--- src/rtl/parc_core_reorder_buffer_if.sv ---
// Allocation, writeback-fill, bypass-read and commit signals of the reorder buffer.
// The master side is the decode/writeback/scoreboard environment; the slave side is the ROB.
interface parc_core_reorder_buffer_if;
    logic        rob_alloc_req_val;
    logic [4:0]  rob_alloc_req_preg;
    logic        rob_alloc_req_rdy;
    logic [3:0]  rob_alloc_resp_slot;

    logic        rob_fill_val;
    logic [3:0]  rob_fill_slot;
    logic [31:0] rob_fill_data;

    logic [3:0]  src0_byp_rob_slot;
    logic [3:0]  src1_byp_rob_slot;
    logic [31:0] src0_byp_data;
    logic [31:0] src1_byp_data;

    logic        rob_commit_wen;
    logic [3:0]  rob_commit_slot;
    logic        commit_rf_wen;
    logic [4:0]  commit_rf_waddr;
    logic [31:0] commit_rf_wdata;

    modport master (
        output rob_alloc_req_val, rob_alloc_req_preg,
        input  rob_alloc_req_rdy, rob_alloc_resp_slot,
        output rob_fill_val, rob_fill_slot, rob_fill_data,
        output src0_byp_rob_slot, src1_byp_rob_slot,
        input  src0_byp_data, src1_byp_data,
        input  rob_commit_wen, rob_commit_slot,
        input  commit_rf_wen, commit_rf_waddr, commit_rf_wdata
    );

    modport slave (
        input  rob_alloc_req_val, rob_alloc_req_preg,
        output rob_alloc_req_rdy, rob_alloc_resp_slot,
        input  rob_fill_val, rob_fill_slot, rob_fill_data,
        input  src0_byp_rob_slot, src1_byp_rob_slot,
        output src0_byp_data, src1_byp_data,
        output rob_commit_wen, rob_commit_slot,
        output commit_rf_wen, commit_rf_waddr, commit_rf_wdata
    );
endinterface

--- src/rtl/parc_core_reorder_buffer.sv ---
// In-order-commit reorder buffer: allocates slots at the tail, accepts out-of-order fills,
// and retires at most one filled head entry per cycle into the register file.
module parc_core_reorder_buffer #(
    parameter int unsigned ROB_DEPTH = 16
) (
    input logic                       clk,
    input logic                       reset,
    parc_core_reorder_buffer_if.slave rob
);
    localparam int unsigned SLOT_W = 4;
    localparam int unsigned CNT_W  = 5;
    localparam int unsigned PREG_W = 5;
    localparam int unsigned DATA_W = 32;
    localparam logic [SLOT_W-1:0] LAST_SLOT = SLOT_W'(ROB_DEPTH - 1);
    localparam logic [CNT_W-1:0]  FULL_CNT  = CNT_W'(ROB_DEPTH);

    logic [ROB_DEPTH-1:0] valid_q;
    logic [ROB_DEPTH-1:0] pending_q;
    logic [PREG_W-1:0]    preg_q [ROB_DEPTH];
    logic [DATA_W-1:0]    data_q [ROB_DEPTH];
    logic [SLOT_W-1:0]    head_q;
    logic [SLOT_W-1:0]    tail_q;
    logic [CNT_W-1:0]     count_q;

    logic alloc_rdy_c;
    logic alloc_fire_c;
    logic commit_c;
    logic fill_hit_c;

    function automatic logic [SLOT_W-1:0] ptr_inc(input logic [SLOT_W-1:0] p);
        return (p == LAST_SLOT) ? '0 : p + SLOT_W'(1);
    endfunction

    // Handshake decisions come from registered state only; a commit this cycle does not free a slot.
    always_comb begin
        alloc_rdy_c  = !reset && (count_q < FULL_CNT);
        alloc_fire_c = rob.rob_alloc_req_val && alloc_rdy_c;
        commit_c     = !reset && valid_q[head_q] && !pending_q[head_q];
        fill_hit_c   = rob.rob_fill_val && valid_q[rob.rob_fill_slot];
    end

    assign rob.rob_alloc_req_rdy   = alloc_rdy_c;
    assign rob.rob_alloc_resp_slot = tail_q;
    assign rob.rob_commit_wen      = commit_c;
    assign rob.rob_commit_slot     = head_q;
    assign rob.commit_rf_wen       = commit_c && (preg_q[head_q] != '0);
    assign rob.commit_rf_waddr     = preg_q[head_q];
    assign rob.commit_rf_wdata     = data_q[head_q];
    assign rob.src0_byp_data       = data_q[rob.src0_byp_rob_slot];
    assign rob.src1_byp_data       = data_q[rob.src1_byp_rob_slot];

    // Control state; alloc and commit never target the same slot because a full buffer refuses alloc.
    always_ff @(posedge clk) begin
        if (reset) begin
            valid_q   <= '0;
            pending_q <= '0;
            head_q    <= '0;
            tail_q    <= '0;
            count_q   <= '0;
        end else begin
            if (fill_hit_c) begin
                pending_q[rob.rob_fill_slot] <= 1'b0;
            end
            if (commit_c) begin
                valid_q[head_q] <= 1'b0;
                head_q          <= ptr_inc(head_q);
            end
            if (alloc_fire_c) begin
                valid_q[tail_q]   <= 1'b1;
                pending_q[tail_q] <= 1'b1;
                tail_q            <= ptr_inc(tail_q);
            end
            count_q <= count_q + CNT_W'(alloc_fire_c) - CNT_W'(commit_c);
        end
    end

    // Payload storage is left unreset; valid bits alone decide whether it is meaningful.
    always_ff @(posedge clk) begin
        if (fill_hit_c) begin
            data_q[rob.rob_fill_slot] <= rob.rob_fill_data;
        end
        if (alloc_fire_c) begin
            preg_q[tail_q] <= rob.rob_alloc_req_preg;
        end
    end
endmodule

--- src/flat_wrapper.sv ---
// flat-port wrapper written by rule: the top's interface ports become plain ports
module parc_core_reorder_buffer_flat 
#(
    parameter int unsigned ROB_DEPTH = 16
)
  (clk, reset, rob_rob_alloc_req_val, rob_rob_alloc_req_preg, rob_rob_alloc_req_rdy, rob_rob_alloc_resp_slot, rob_rob_fill_val, rob_rob_fill_slot, rob_rob_fill_data, rob_src0_byp_rob_slot, rob_src1_byp_rob_slot, rob_src0_byp_data, rob_src1_byp_data, rob_rob_commit_wen, rob_rob_commit_slot, rob_commit_rf_wen, rob_commit_rf_waddr, rob_commit_rf_wdata);
  parc_core_reorder_buffer_if rob_i ();
  input logic clk;
  input logic reset;
  input wire logic [$bits(rob_i.rob_alloc_req_val)-1:0] rob_rob_alloc_req_val;
  input wire logic [$bits(rob_i.rob_alloc_req_preg)-1:0] rob_rob_alloc_req_preg;
  output wire logic [$bits(rob_i.rob_alloc_req_rdy)-1:0] rob_rob_alloc_req_rdy;
  output wire logic [$bits(rob_i.rob_alloc_resp_slot)-1:0] rob_rob_alloc_resp_slot;
  input wire logic [$bits(rob_i.rob_fill_val)-1:0] rob_rob_fill_val;
  input wire logic [$bits(rob_i.rob_fill_slot)-1:0] rob_rob_fill_slot;
  input wire logic [$bits(rob_i.rob_fill_data)-1:0] rob_rob_fill_data;
  input wire logic [$bits(rob_i.src0_byp_rob_slot)-1:0] rob_src0_byp_rob_slot;
  input wire logic [$bits(rob_i.src1_byp_rob_slot)-1:0] rob_src1_byp_rob_slot;
  output wire logic [$bits(rob_i.src0_byp_data)-1:0] rob_src0_byp_data;
  output wire logic [$bits(rob_i.src1_byp_data)-1:0] rob_src1_byp_data;
  output wire logic [$bits(rob_i.rob_commit_wen)-1:0] rob_rob_commit_wen;
  output wire logic [$bits(rob_i.rob_commit_slot)-1:0] rob_rob_commit_slot;
  output wire logic [$bits(rob_i.commit_rf_wen)-1:0] rob_commit_rf_wen;
  output wire logic [$bits(rob_i.commit_rf_waddr)-1:0] rob_commit_rf_waddr;
  output wire logic [$bits(rob_i.commit_rf_wdata)-1:0] rob_commit_rf_wdata;
  assign rob_i.rob_alloc_req_val = rob_rob_alloc_req_val;
  assign rob_i.rob_alloc_req_preg = rob_rob_alloc_req_preg;
  assign rob_rob_alloc_req_rdy = rob_i.rob_alloc_req_rdy;
  assign rob_rob_alloc_resp_slot = rob_i.rob_alloc_resp_slot;
  assign rob_i.rob_fill_val = rob_rob_fill_val;
  assign rob_i.rob_fill_slot = rob_rob_fill_slot;
  assign rob_i.rob_fill_data = rob_rob_fill_data;
  assign rob_i.src0_byp_rob_slot = rob_src0_byp_rob_slot;
  assign rob_i.src1_byp_rob_slot = rob_src1_byp_rob_slot;
  assign rob_src0_byp_data = rob_i.src0_byp_data;
  assign rob_src1_byp_data = rob_i.src1_byp_data;
  assign rob_rob_commit_wen = rob_i.rob_commit_wen;
  assign rob_rob_commit_slot = rob_i.rob_commit_slot;
  assign rob_commit_rf_wen = rob_i.commit_rf_wen;
  assign rob_commit_rf_waddr = rob_i.commit_rf_waddr;
  assign rob_commit_rf_wdata = rob_i.commit_rf_wdata;
  parc_core_reorder_buffer #(.ROB_DEPTH(ROB_DEPTH)) u_core (.clk(clk), .reset(reset), .rob(rob_i));
endmodule
--- config.mk ---
export PLATFORM = sky130hd
export DESIGN_NAME = parc_core_reorder_buffer_flat
export DESIGN_NICKNAME = d
export VERILOG_FILES = /design/src/rtl/parc_core_reorder_buffer_if.sv /design/src/rtl/parc_core_reorder_buffer.sv /design/src/flat_wrapper.sv
export SDC_FILE = /design/constraint.sdc
export NUM_CORES = 1
export LEC_CHECK = 0
export BUFFER_PORTS_ARGS = -buffer_cell sky130_fd_sc_hd__buf_2
export CELL_PAD_IN_SITES_DETAIL_PLACEMENT = 1
export CELL_PAD_IN_SITES_GLOBAL_PLACEMENT = 2
export CORE_UTILIZATION = 30
export DETAILED_ROUTE_END_ITERATION = 12
export PLACE_DENSITY = 0.53
export SYNTH_ARGS = -nofsm -noshare
export SYNTH_HDL_FRONTEND = slang
export SYNTH_SLANG_ARGS = --single-unit
--- constraint.sdc ---
create_clock -name clk -period 4.2 [get_ports clk]
set_input_delay 0 -clock clk [delete_from_list [all_inputs] [get_ports clk]]
set_output_delay 0 -clock clk [all_outputs]
set_load 0.01 [all_outputs]
### Yosys cells after proc, flatten, opt, wreduce, memory -nomap -nowiden

Memory sizes are Yosys's and may differ from the RTL's. A register that Yosys moved wholly into a read port is not among the register bits.
Cells that the tools add are included.

| operators by class | value |
|---|---|
| bitwise operators | 6 |
| mux-type cells | 28 |
| equal/unequal tests | 2 |
| reduce and logical (&&, ||, !) cells | 12 |
| add/sub/neg operators | 4 |
| order comparisons | 7 |

Operator list:

| cell | count |
|---|---|
| $mux 16 | 6 |
| $and 16x16->16 | 2 |
| $not 16->16 | 2 |
| $or 16x16->16 | 2 |
| $mux 4 | 6 |
| $lt 4x5->1 const B | 3 |
| $bmux 1 s4 | 3 |
| $demux 1 s4 | 3 |
| $ge 4x1->1 const B | 3 |
| $mux 1 | 10 |
| $logic_and 1x1->1 | 9 |
| $add 4x1->4 const B | 2 |
| $eq 4x4->1 const B | 2 |
| $add 5x1->5 | 1 |
| $lt 5x5->1 const B | 1 |
| $reduce_bool 5->1 | 1 |
| $sub 5x1->5 | 1 |
| $logic_not 1->1 | 2 |

| storage, ports and cells | value |
|---|---|
| RAM bits | 592 |
| memories kept | 2 |
| word-level logic and storage cells | 66 |
| flip-flop bits (word level) | 45 |

Memories:

| memory | depth | bits a word | rd ports | clocked after Yosys merged registers in | write ports | RTL line | text |
|---|---|---|---|---|---|---|---|
| u_core.data_q | 16 | 32 | 3 | 1 | 1 | parc_core_reorder_buffer.sv:20 | `logic [DATA_W-1:0] data_q [ROB_DEPTH];` |
| u_core.preg_q | 16 | 5 | 1 | 1 | 1 | parc_core_reorder_buffer.sv:19 | `logic [PREG_W-1:0] preg_q [ROB_DEPTH];` |

### Longest topological paths before layout

Gate-level depths: netlist of the first run.

| logic depth | value |
|---|---|
| word-level depth | 10 |
| gate-level depth with buffers | 15 |
| mapped depth without buffers | 12 |

### Least setup slack after synthesis of the first run

No wires, ideal clock.

| timing | value |
|---|---|
| path type | reg-to-reg |
| from | reg u_core.valid_q[13] |
| to | mem u_core.data_q[2][0], enable pin |
| path buffers | 0 |
| cell stages (with the launch flop) | 6 |
| data arrival time | 3.573 ns |
| setup slack | 0.166 ns |
| library setup time | 0.461 ns |
| clock period less this slack | 4.034 ns |
| data required time | 3.739 ns |
| cells stage by stage | dfxtp_1 > mux4_2 > mux2i_1 > o22a_1 > or3b_2 > nor3_1 |

| on the way | value |
|---|---|
| word-level cells in the longest chain between the ends | 5 |

Ends and longest elaborated chain:

| item | RTL line | text |
|---|---|---|
| from (decl) | parc_core_reorder_buffer.sv:17 | `logic [ROB_DEPTH-1:0] valid_q;` |
| from (signal assigned) | parc_core_reorder_buffer.sv:55 | `valid_q <= '0;` |
| from (signal, indexed assignment) | parc_core_reorder_buffer.sv:65 | `valid_q[head_q] <= 1'b0;` |
| from (signal, indexed assignment) | parc_core_reorder_buffer.sv:69 | `valid_q[tail_q] <= 1'b1;` |
| $bmux 1 s4 | parc_core_reorder_buffer.sv:39 | `fill_hit_c = rob.rob_fill_val && valid_q[rob.rob_fill_slot];` |
| $mux 1 (not written as such) | parc_core_reorder_buffer.sv:39 |  |
| $logic_and 1x1->1 | parc_core_reorder_buffer.sv:39 |  |
| $mux 1 | parc_core_reorder_buffer.sv:79 | `if (fill_hit_c) begin` |
| $mux 1 (not written as such) | parc_core_reorder_buffer.sv:80 | `data_q[rob.rob_fill_slot] <= rob.rob_fill_data;` |
| to (decl) | parc_core_reorder_buffer.sv:20 |  |

Every way passes these cells. The select of a mux whose other input is x is not followed.

### Worst setup path after layout of the first run

| timing | value |
|---|---|
| from | reg u_core.head_q[0], in the netlist u_core.rob.rob_commit_slot[0] |
| to | reg u_core.count_q[4] |

| on the way | value |
|---|---|
| word-level cells in the longest chain between the ends | 5 |
| elaborated cells on any way between the ends | 8 |

Ends and longest elaborated chain:

| item | RTL line | text |
|---|---|---|
| from (decl) | parc_core_reorder_buffer.sv:21 | `logic [SLOT_W-1:0] head_q;` |
| from (signal assigned) | parc_core_reorder_buffer.sv:66 | `head_q <= ptr_inc(head_q);` |
| $bmux 1 s4 | parc_core_reorder_buffer.sv:38 | `commit_c = !reset && valid_q[head_q] && !pending_q[head_q];` |
| $mux 1 (not written as such) | parc_core_reorder_buffer.sv:38 |  |
| $logic_and 1x1->1 / $logic_not 1->1 (equally long branches) | parc_core_reorder_buffer.sv:38 |  |
| $logic_and 1x1->1 (*) | parc_core_reorder_buffer.sv:38 |  |
| $sub 5x1->5 (*) | parc_core_reorder_buffer.sv:73 | `count_q <= count_q + CNT_W'(alloc_fire_c) - CNT_W'(commit_c);` |
| to (signal assigned) | parc_core_reorder_buffer.sv:73 |  |
| to (decl) | parc_core_reorder_buffer.sv:23 | `logic [CNT_W-1:0] count_q;` |

Every way passes the cells marked *; elsewhere a longest branch is shown, timed or not. The select of a mux whose other input is x is not followed.
A chain may end at the register's enable or synchronous reset.

==> results of run 1 <==
cell type report:
type,count,area [sq um]
fill,10400,69000
sequential,641,18800
inverter,26,97.6
timing repair buffer,263,1870
multi-input combinational,732,13100
clock buffer,100,2050
clock inverter,38,438
tap,1403,1760
final timing paths:
| kind | start | end | slack, ns | depth (start not counted) |
|---|---|---|---|---|
| worst max-delay path | u_core.rob.rob_commit_slot[0] | u_core.count_q[4] | 0.53 | 12 |
| worst min-delay path | rob_rob_fill_slot[0] | u_core.pending_q[9] | 0.13 | 3 |
| worst max register to register | u_core.rob.rob_commit_slot[0] | u_core.count_q[4] | 0.53 | 12 |
| worst min register to register | u_core.valid_q[12] | u_core.valid_q[12] | 0.50 | 2 |
synth_stat cells (all sizes together) (3+ instances only):
master / number
nor2: 37
nor2b: 8
a311oi: 15
clkbuf: 70
a21oi: 11
dfxtp: 49
o21ai: 14
xnor2: 3
a22oi: 8
a41oi: 11
nor3: 7
ha: 13
nor3b: 5
nand2b: 3
o31ai: 5
xor2: 3
mux2i: 3
mux4: 512
nand2: 34
edfxtp: 592
nand3: 11
inv: 26
buf: 56
and2: 3
sequential cells by signal, indices dropped and copies added, names as in the netlist, named ones only:
name and flops:
u_core.valid_q 16, u_core.pending_q 16, u_core.data_q 512, u_core.rob.rob_alloc_resp_slot 4
u_core.rob.rob_commit_slot 4, u_core.count_q 5, u_core.preg_q 80
critical path, delay by kind of cell (launching register included):
kind                       cells  cell delay, ns
adders and majority gates      3            0.92
muxes                          1            0.60
buffers and inverters          1            0.04
DFF                            1            0.84
and+or+nand+nor                4            0.63
xor gates and xnor gates       1            0.14
AOI/OAI and AO/OA              2            0.37
logic make-up (layout without fill, tap and decap cells):
| kind of cell | count (synthesis) | count (layout) | synth area share |
|---|---|---|---|
| flip-flops | 641 | 641 | 0.579 |
| multiplexers | 517 | 517 | 0.358 |
| buffers and inverters | 152 | 427 | 0.0201 |
| AND/OR/NAND/NOR | 123 | 123 | 0.0188 |
| AO/OA/AOI/OAI | 72 | 72 | 0.0161 |
| adder cells (fa/ha/maj) | 14 | 14 | 0.00564 |
| XOR/XNOR | 6 | 6 | 0.00162 |
what timing repair did:
action	in CTS	in global routing
setup endpoints to repair	0	0
hold endpoints to repair	617	0
hold buffers	42	0
layer usage:
layer	track usage	part of all wire	vias up
met3	0.0375	0.056	137
met5	0	0.00019	-
met4	0.0563	0.023	4
met2	0.321	0.50	573
li1	-	-	7297
met1	0.257	0.42	10000
metrics by stage:
step | worst slack (ns) | area, sq um
2_1_floorplan | 0.166 | 32400
3_3_place_gp | 0.500 | 35200
3_5_place_dp | 0.510 | 35200
4_1_cts | 0.489 | 38100
5_1_grt | 0.254 | 38100
6_report | 0.526 | 38100
power breakdown:
part / switching, uW / internal [uW]
clock: 2750 / 3950
combinational: 773 / 687
sequential: 39.9 / 7000
total: 3560 / 11600
==> flow_summary.json, run 1 <==
{
  "finalNetCount": 1809,
  "yosysTopAreaCell": "edfxtp_1",
  "postCtsSetupBuffers": 0,
  "total_power_uw": 15200,
  "slowest_delay_ns": 0.84,
  "synthDominantCellAreaShare": 0.549,
  "routedWlPerCell_um": 32.5,
  "viasPerCell": 5.63,
  "start_util": 0.302,
  "first_pass_iters": 4,
  "p_leak_uw": 0.0118,
  "synth_fp_nets": 1592,
  "outcome": "finished, final reports clean",
  "yosysWarningCount": 0,
  "crit_required_ns": 4.72,
  "fmax_ghz": 0.272,
  "io-pin-count": 165,
  "place_inst": 3023,
  "grt_pass1_wl_um": 149000,
  "hold_viol_final": 0,
  "ys_seq_elements": 641,
  "syn-mean-instance-area_sq_um": 21.2,
  "synth_top_flop_cell": "edfxtp_1",
  "diodes": 0,
  "cts_tree": "built",
  "cp_max_fo": 16,
  "critPathSlowestCell": "dfxtp_1",
  "die-area_sq_um": 109000,
  "seq_area_frac_synth": 0.579,
  "drc_errors": 0,
  "synth-edff-count": 592,
  "cts_resized": 0,
  "final_common_cell": "edfxtp_1",
  "clkLatencyLatePin_ns": 0.65,
  "synth_cell_types": 50,
  "path_class": "register to register",
  "hold_path.class": "primary input to register",
  "synth_area_sq_um": 32400,
  "period_needed_ns": 3.67,
  "rsz0062_at_grt": "no",
  "start_kind": "register",
  "areaGrowthSynthToFinish_pct": 17.5,
  "final_cell_mix": "592 x edfxtp_1, 506 x mux4_2, 158 x buf_2",
  "arrival_ns": 4.20,
  "htreeDepth": 3,
  "slew-limit-headroom": 0.169,
  "finClkSkew_ns": 0.0251,
  "synth_area_leaders": "edfxtp_1 55%, mux4_2 35%, dfxtp_1 3.0%, clkbuf_1 0.81%, ha_1 0.50%",
  "core-area_sq_um": 107000,
  "grt_max_degree": 68,
  "tns_ns": 0,
  "tightest_slew_ns": 1.25,
  "grt_pass1_vias": 19800,
  "initialDrtViolationCount": 1557,
  "fin_hold_ws_ns": 0.130,
  "layout_worst_path_cycle_share": 0.875,
  "die_x_um": 331,
  "synthCells": 1525,
  "cap_violations": 0,
  "cts_buffers": 78,
  "clockRootBuffer": "clkbuf_16",
  "row_count": 120,
  "end_kind": "register",
  "critical_path.cell_chain": "mux4_2 > nand2_1 > and4_1 > nor2_1 > ha_1 > inv_1 > ha_1 > fa_1 > a21o_1 > a21oi_1 > xnor2_1 > nor2_1",
  "clk_pin_slew_worst_paths_ns": 0.06,
  "finalNonFillerCells": 3203,
  "utilization": 0.356,
  "grt_usage": 0.193,
  "ant_nets": 0,
  "cts_num_sinks": 641,
  "routed_wl_um": 104000,
  "final_max_slew_viol_count": 0,
  "gp_congestion": 0.774,
  "io_buffers": 164,
  "powerDensity_nw_per_um2": 399,
  "antenna_found_initial": 4,
  "setup_violations": 0,
  "grt_remaining_overflow": 0,
  "drive_above_1_share": 0.478,
  "synthArstFlopShare": 0,
  "vias": 18000,
  "clock_path_buffers": 3,
  "die_y_um": 331,
  "vdd_drop_max_mv": 0.286,
  "place_hpwl_um": 62900
}
Note: power is estimated with default switching activity, not from simulation.
==> run 2, diff against run 1 <==
Settings changed: PLACE_DENSITY 0.53 to 0.51.
Clock period 4.2 ns to 3.47 ns, I/O delays scaled along.
==> run 2 against run 1 <==
  * Design area increased by 0.77%
  * Critical path depth decreased by 5
  * Hold slack worse by 0.062 ns
  * Via count grew 0.31%
  * Wire length rose by 1.2%
  * Sequential power grew 21%
  * Clock skew shrank 0.0011 ns
  * First-iteration DRC count down 16%
  * Combinational power increased by 25%
  * Highest routed layer unchanged
==> flow_summary.json, run 2 (same netlist as run 1, synthesis figures left out) <==
{
  "outcome": "finished, final reports clean",
  "place_hpwl_um": 62600,
  "crit_required_ns": 3.47,
  "areaGrowthSynthToFinish_pct": 18.5,
  "grt_pass1_wl_um": 151000,
  "finClkSkew_ns": 0.0240,
  "io-pin-count": 165,
  "grt_pass1_vias": 20100,
  "routed_wl_um": 105000,
  "die-area_sq_um": 109000,
  "die_y_um": 331,
  "routedWlPerCell_um": 32.8,
  "ant_nets": 0,
  "clk_pin_slew_worst_paths_ns": 0.06,
  "core-area_sq_um": 107000,
  "cts_buffers": 78,
  "cap_violations": 0,
  "clockRootBuffer": "clkbuf_16",
  "io_buffers": 164,
  "start_util": 0.302,
  "grt_max_degree": 55,
  "initialDrtViolationCount": 1312,
  "drive_above_1_share": 0.483,
  "htreeDepth": 3,
  "rsz0062_at_grt": "no",
  "viasPerCell": 5.63,
  "gp_congestion": 0.756,
  "cts_resized": 0,
  "row_count": 120,
  "setup_violations": 0,
  "fmax_ghz": 0.318,
  "start_kind": "register",
  "clkLatencyLatePin_ns": 0.63,
  "first_pass_iters": 5,
  "antenna_found_initial": 4,
  "period_needed_ns": 3.14,
  "reg_top3": "u_core.data_q: 512 flops, u_core.preg_q: 80 flops",
  "final_common_cell": "edfxtp_1",
  "path_class": "register to primary output",
  "die_x_um": 331,
  "fin_ws_ns": 0.328,
  "place_inst": 3037,
  "cts_num_sinks": 641,
  "place_ws_ns": 0.350,
  "grt_remaining_overflow": 0,
  "final_cell_mix": "592 x edfxtp_1, 506 x mux4_2, 158 x buf_2",
  "largest-register": "u_core.data_q",
  "hold_path.class": "primary input to register",
  "cp_max_fo": 13,
  "powerDensity_nw_per_um2": 475,
  "n_fill_cell": 10300,
  "tightest_slew_ns": 1.11,
  "vias": 18100,
  "finalNetCount": 1823,
  "diodes": 0,
  "largest_reg_flops": 512,
  "clock_path_buffers": 3,
  "end_kind": "primary output",
  "p_leak_uw": 0.0119,
  "cts_tree": "built",
  "tns_ns": 0,
  "final_max_slew_viol_count": 0,
  "grt_usage": 0.196,
  "drc_errors": 0,
  "total_power_uw": 18200,
  "layout_worst_path_cycle_share": 0.906,
  "slew-limit-headroom": 0.258,
  "vdd_drop_max_mv": 0.303,
  "finalNonFillerCells": 3214,
  "hold_viol_final": 0,
  "arrival_ns": 3.14,
  "utilization": 0.358
}
-- run 2: cell count changes in the layout (fill, tap and decap cells not counted), sizes merged --
cell,previous run,this run
bufinv,8,5
dlygate4sd3,42,41
inv,28,30
clkinvlp,0,2
clkbuf,100,99
clkinv,28,25
buf,221,236
-- run 2: per-stage QoR --
stage / instance area, sq um / hold WS, ns
after floorplan: 32400 / 0.0989
after global placement: 35500 / 0.365
after detailed placement: 35500 / 0.376
after CTS: 38300 / 0.0406
after global routing: 38400 / 0.0546
final: 38400 / 0.0679
-- run 2: layer usage --
layer  track usage  vias up  share of wire
li1              -     7333              -
met1         0.254    10100           0.42
met2         0.338      519           0.51
met3        0.0337      160          0.048
met4        0.0573        8          0.025
met5             0        -        0.00055
-- run 2: final cells by class --
class | instances | area [sq um] | share of cell area
clock buffer | 99 | 2100 | 0.0549
sequential | 641 | 18800 | 0.489
inverter | 26 | 97.6 | 0.00254
multi-input combinational | 732 | 13100 | 0.342
timing repair buffer | 277 | 2210 | 0.0576
tap | 1403 | 1760 | 0.0458
clock inverter | 36 | 308 | 0.00802
-- run 2: report_power, final --
| part | switching [uW] | total [uW] | internal, uW | leakage [uW] |
|---|---|---|---|---|
| registers | 39.5 | 8510 | 8470 | 0.00572 |
| logic | 962 | 1820 | 861 | 0.00501 |
| clock network | 3240 | 7870 | 4640 | 0.00118 |
| total | 4240 | 18200 | 14000 | 0.0119 |
-- run 2: final timing paths --
| path | from | endpoint | slack (ns) | cells past startpoint |
|---|---|---|---|---|
| max reg2reg | u_core.rob.rob_commit_slot[1] | u_core.count_q[4] | 0.38 | 12 |
| min reg2reg | u_core.pending_q[15] | u_core.pending_q[15] | 0.48 | 2 |
| max | register | rob_commit_rf_wen | 0.33 | 7 |
| min | rob_rob_fill_slot[0] | u_core.pending_q[15] | 0.07 | 4 |
-- run 2: what timing repair did --
item,in CTS,in global routing
buffers inserted,0,1
setup endpoints to repair,0,1
hold buffers,41,0
endpoints found under the hold margin,604,0
-- run 2: critical path, stage by stage, from the launching register on --
cell and delay [ns]:
dfxtp_4 0.54, buf_12 0.22, mux4_2 0.53, a22oi_1 0.20
nand2_1 0.09, or4_1 0.59, o21a_1 0.21, buf_2 0.13
==> run 3, diff against run 2 <==
Settings changed: CORE_UTILIZATION 30 to 40, PLACE_DENSITY 0.51 to 0.65.
==> run 3 against run 2 <==
  * Hold slack worse by 0.016 ns
  * Clock skew is 0.0041 ns lower
  * Register-to-register slack worse by 0.06 ns
  * Maximum frequency is 1.8% lower
  * Critical endpoint is now rob_commit_rf_wdata[4]
  * Design area fell by 1.6%
  * Core utilization rose by 12 points
  * Count of clock-buffer cells in the layout shrank 7
  * Combinational power down 4%
  * Setup slack got worse by 0.057 ns
  * Via count is 0.17% higher
  * Sequential cell count did not move
==> flow_summary.json, run 3 (same netlist as run 1, synthesis figures left out) <==
{
  "outcome": "finished, final reports clean",
  "io_buffers": 164,
  "gp_congestion": 0.796,
  "grt_remaining_overflow": 0,
  "fmax_ghz": 0.313,
  "core-area_sq_um": 79500,
  "initialDrtViolationCount": 1507,
  "tightest_slew_ns": 1.06,
  "final_max_slew_viol_count": 0,
  "slowest_delay_ns": 0.72,
  "setup_violations": 0,
  "die_y_um": 287,
  "path_class": "register to primary output",
  "cts_tree": "built",
  "holdPathEnd": "u_core.data_q[1][27]",
  "grt_pass1_vias": 19700,
  "period_needed_ns": 3.20,
  "layout_worst_path_cycle_share": 0.922,
  "final_common_cell": "edfxtp_1",
  "cts_buffers": 74,
  "routedWlPerCell_um": 33.9,
  "drc_errors": 0,
  "p_leak_uw": 0.0118,
  "htreeDepth": 3,
  "largest-register": "u_core.data_q",
  "slew-limit-headroom": 0.296,
  "die-area_sq_um": 82100,
  "final_cell_mix": "592 x edfxtp_1, 506 x mux4_2, 158 x buf_2",
  "place_hpwl_um": 57700,
  "areaGrowthSynthToFinish_pct": 16.6,
  "viasPerCell": 6.34,
  "routed_wl_um": 96900,
  "largest_reg_flops": 512,
  "io-pin-count": 165,
  "multi_input_area_sq_um": 13100,
  "critical_path.cell_chain": "buf_4 > buf_12 > mux4_2 > mux4_2 > buf_2",
  "tns_ns": 0,
  "cp_max_fo": 31,
  "critPathSlowestCell": "dfxtp_4",
  "clockRootBuffer": "clkbuf_16",
  "clk_pin_slew_worst_paths_ns": 0.06,
  "clock_path_buffers": 3,
  "ant_nets": 0,
  "finClkSkew_ns": 0.0200,
  "rrSetupSlack_ns": 0.32,
  "end_kind": "primary output",
  "r2r-end": "u_core.count_q[4]",
  "antenna_found_initial": 4,
  "start_kind": "register",
  "start_util": 0.407,
  "min_from": "rob_rob_fill_slot[2]",
  "vias": 18100,
  "crit_required_ns": 3.47,
  "n_fill_cell": 7120,
  "finalNetCount": 1818,
  "ff2ff_path_depth": 13,
  "holdPathStages": 2,
  "final-seq-area_sq_um": 18800,
  "first_pass_iters": 5,
  "hold_path.class": "primary input to register",
  "drive_above_1_share": 0.486,
  "rsz0062_at_grt": "no",
  "cpMostUsedCell": "mux4_2",
  "arrival_ns": 3.20,
  "cap_violations": 0,
  "reg_top3": "u_core.data_q: 512 flops, u_core.preg_q: 80 flops",
  "postCtsSetupBuffers": 0,
  "reg2reg_from": "u_core.rob.rob_commit_slot[0]",
  "grt_max_degree": 55,
  "fin_hold_ws_ns": 0.0521,
  "hold_viol_final": 0,
  "vdd_drop_max_mv": 0.270,
  "row_count": 103,
  "cts_num_sinks": 641,
  "powerDensity_nw_per_um2": 475,
  "clkLatencyLatePin_ns": 0.61,
  "die_x_um": 287,
  "grt_pass1_wl_um": 141000,
  "grt_usage": 0.242
}
[run 3: worst max-delay path by stage]
stage                             startpoint                     end  slack [ns]  cells past startpoint
6_report                            register  rob_commit_rf_wdata[4]        0.27                      5
5_1_grt        u_core.rob.rob_commit_slot[0]       u_core.count_q[4]        0.10                     13
4_1_cts                             register  rob_commit_rf_wdata[4]        0.17                      5
3_5_place_dp   u_core.rob.rob_commit_slot[0]       u_core.count_q[4]        0.04                     13
3_3_place_gp   u_core.rob.rob_commit_slot[0]       u_core.count_q[4]        0.05                     12
2_1_floorplan  u_core.rob.rob_commit_slot[0]       u_core.count_q[4]        0.07                     15
[run 3: worst max-delay path: cells and delay by family, from the launching register on]
kind | cells | cell delay, ns
flops | 1 | 0.72
mux | 2 | 1.11
buf+inv | 3 | 0.73
[run 3: power breakdown]
part	leakage, uW	internal (uW)	switching, uW
combinational	0.00498	846	900
sequential	0.00572	8470	50.5
clock	0.00115	4530	3120
[run 3: metrics by stage]
| stage | power, uW | utilization | worst slack (ns) | std cells | area (sq um) |
|---|---|---|---|---|---|
| floorplan | 9800 | - | 0.0661 | 1525 | 32400 |
| global placement | 10400 | 0.440 | 0.0513 | 2685 | 35000 |
| global route | 18500 | 0.475 | 0.103 | 2854 | 37800 |
| CTS | 18100 | 0.475 | 0.171 | 2853 | 37700 |
| detailed placement | 10400 | 0.440 | 0.0421 | 2685 | 35000 |
| finish | 17900 | 0.475 | 0.271 | 2855 | 37800 |
[run 3: cell type report]
type                       count  share of cell area
sequential                   641               0.497
multi-input combinational    732               0.347
timing repair buffer         276              0.0556
clock buffer                  92              0.0542
tap                         1050              0.0348
clock inverter                36             0.00815
inverter                      26             0.00259
antenna                        2            0.000133
[run 3: per-layer routing]
metal / vias to the layer above / global-route usage / share of wire
met5: - / 0 / 0.00012
met1: 9967 / 0.331 / 0.41
met4: 2 / 0.0680 / 0.023
li1: 7322 / - / -
met3: 140 / 0.0432 / 0.062
met2: 681 / 0.398 / 0.50
[run 3: what timing repair did]
item	4_1_cts	5_1_grt
resized for setup	1	0
endpoints found under the hold margin	607	0
endpoints found under the setup margin	1	0
hold buffers	40	0
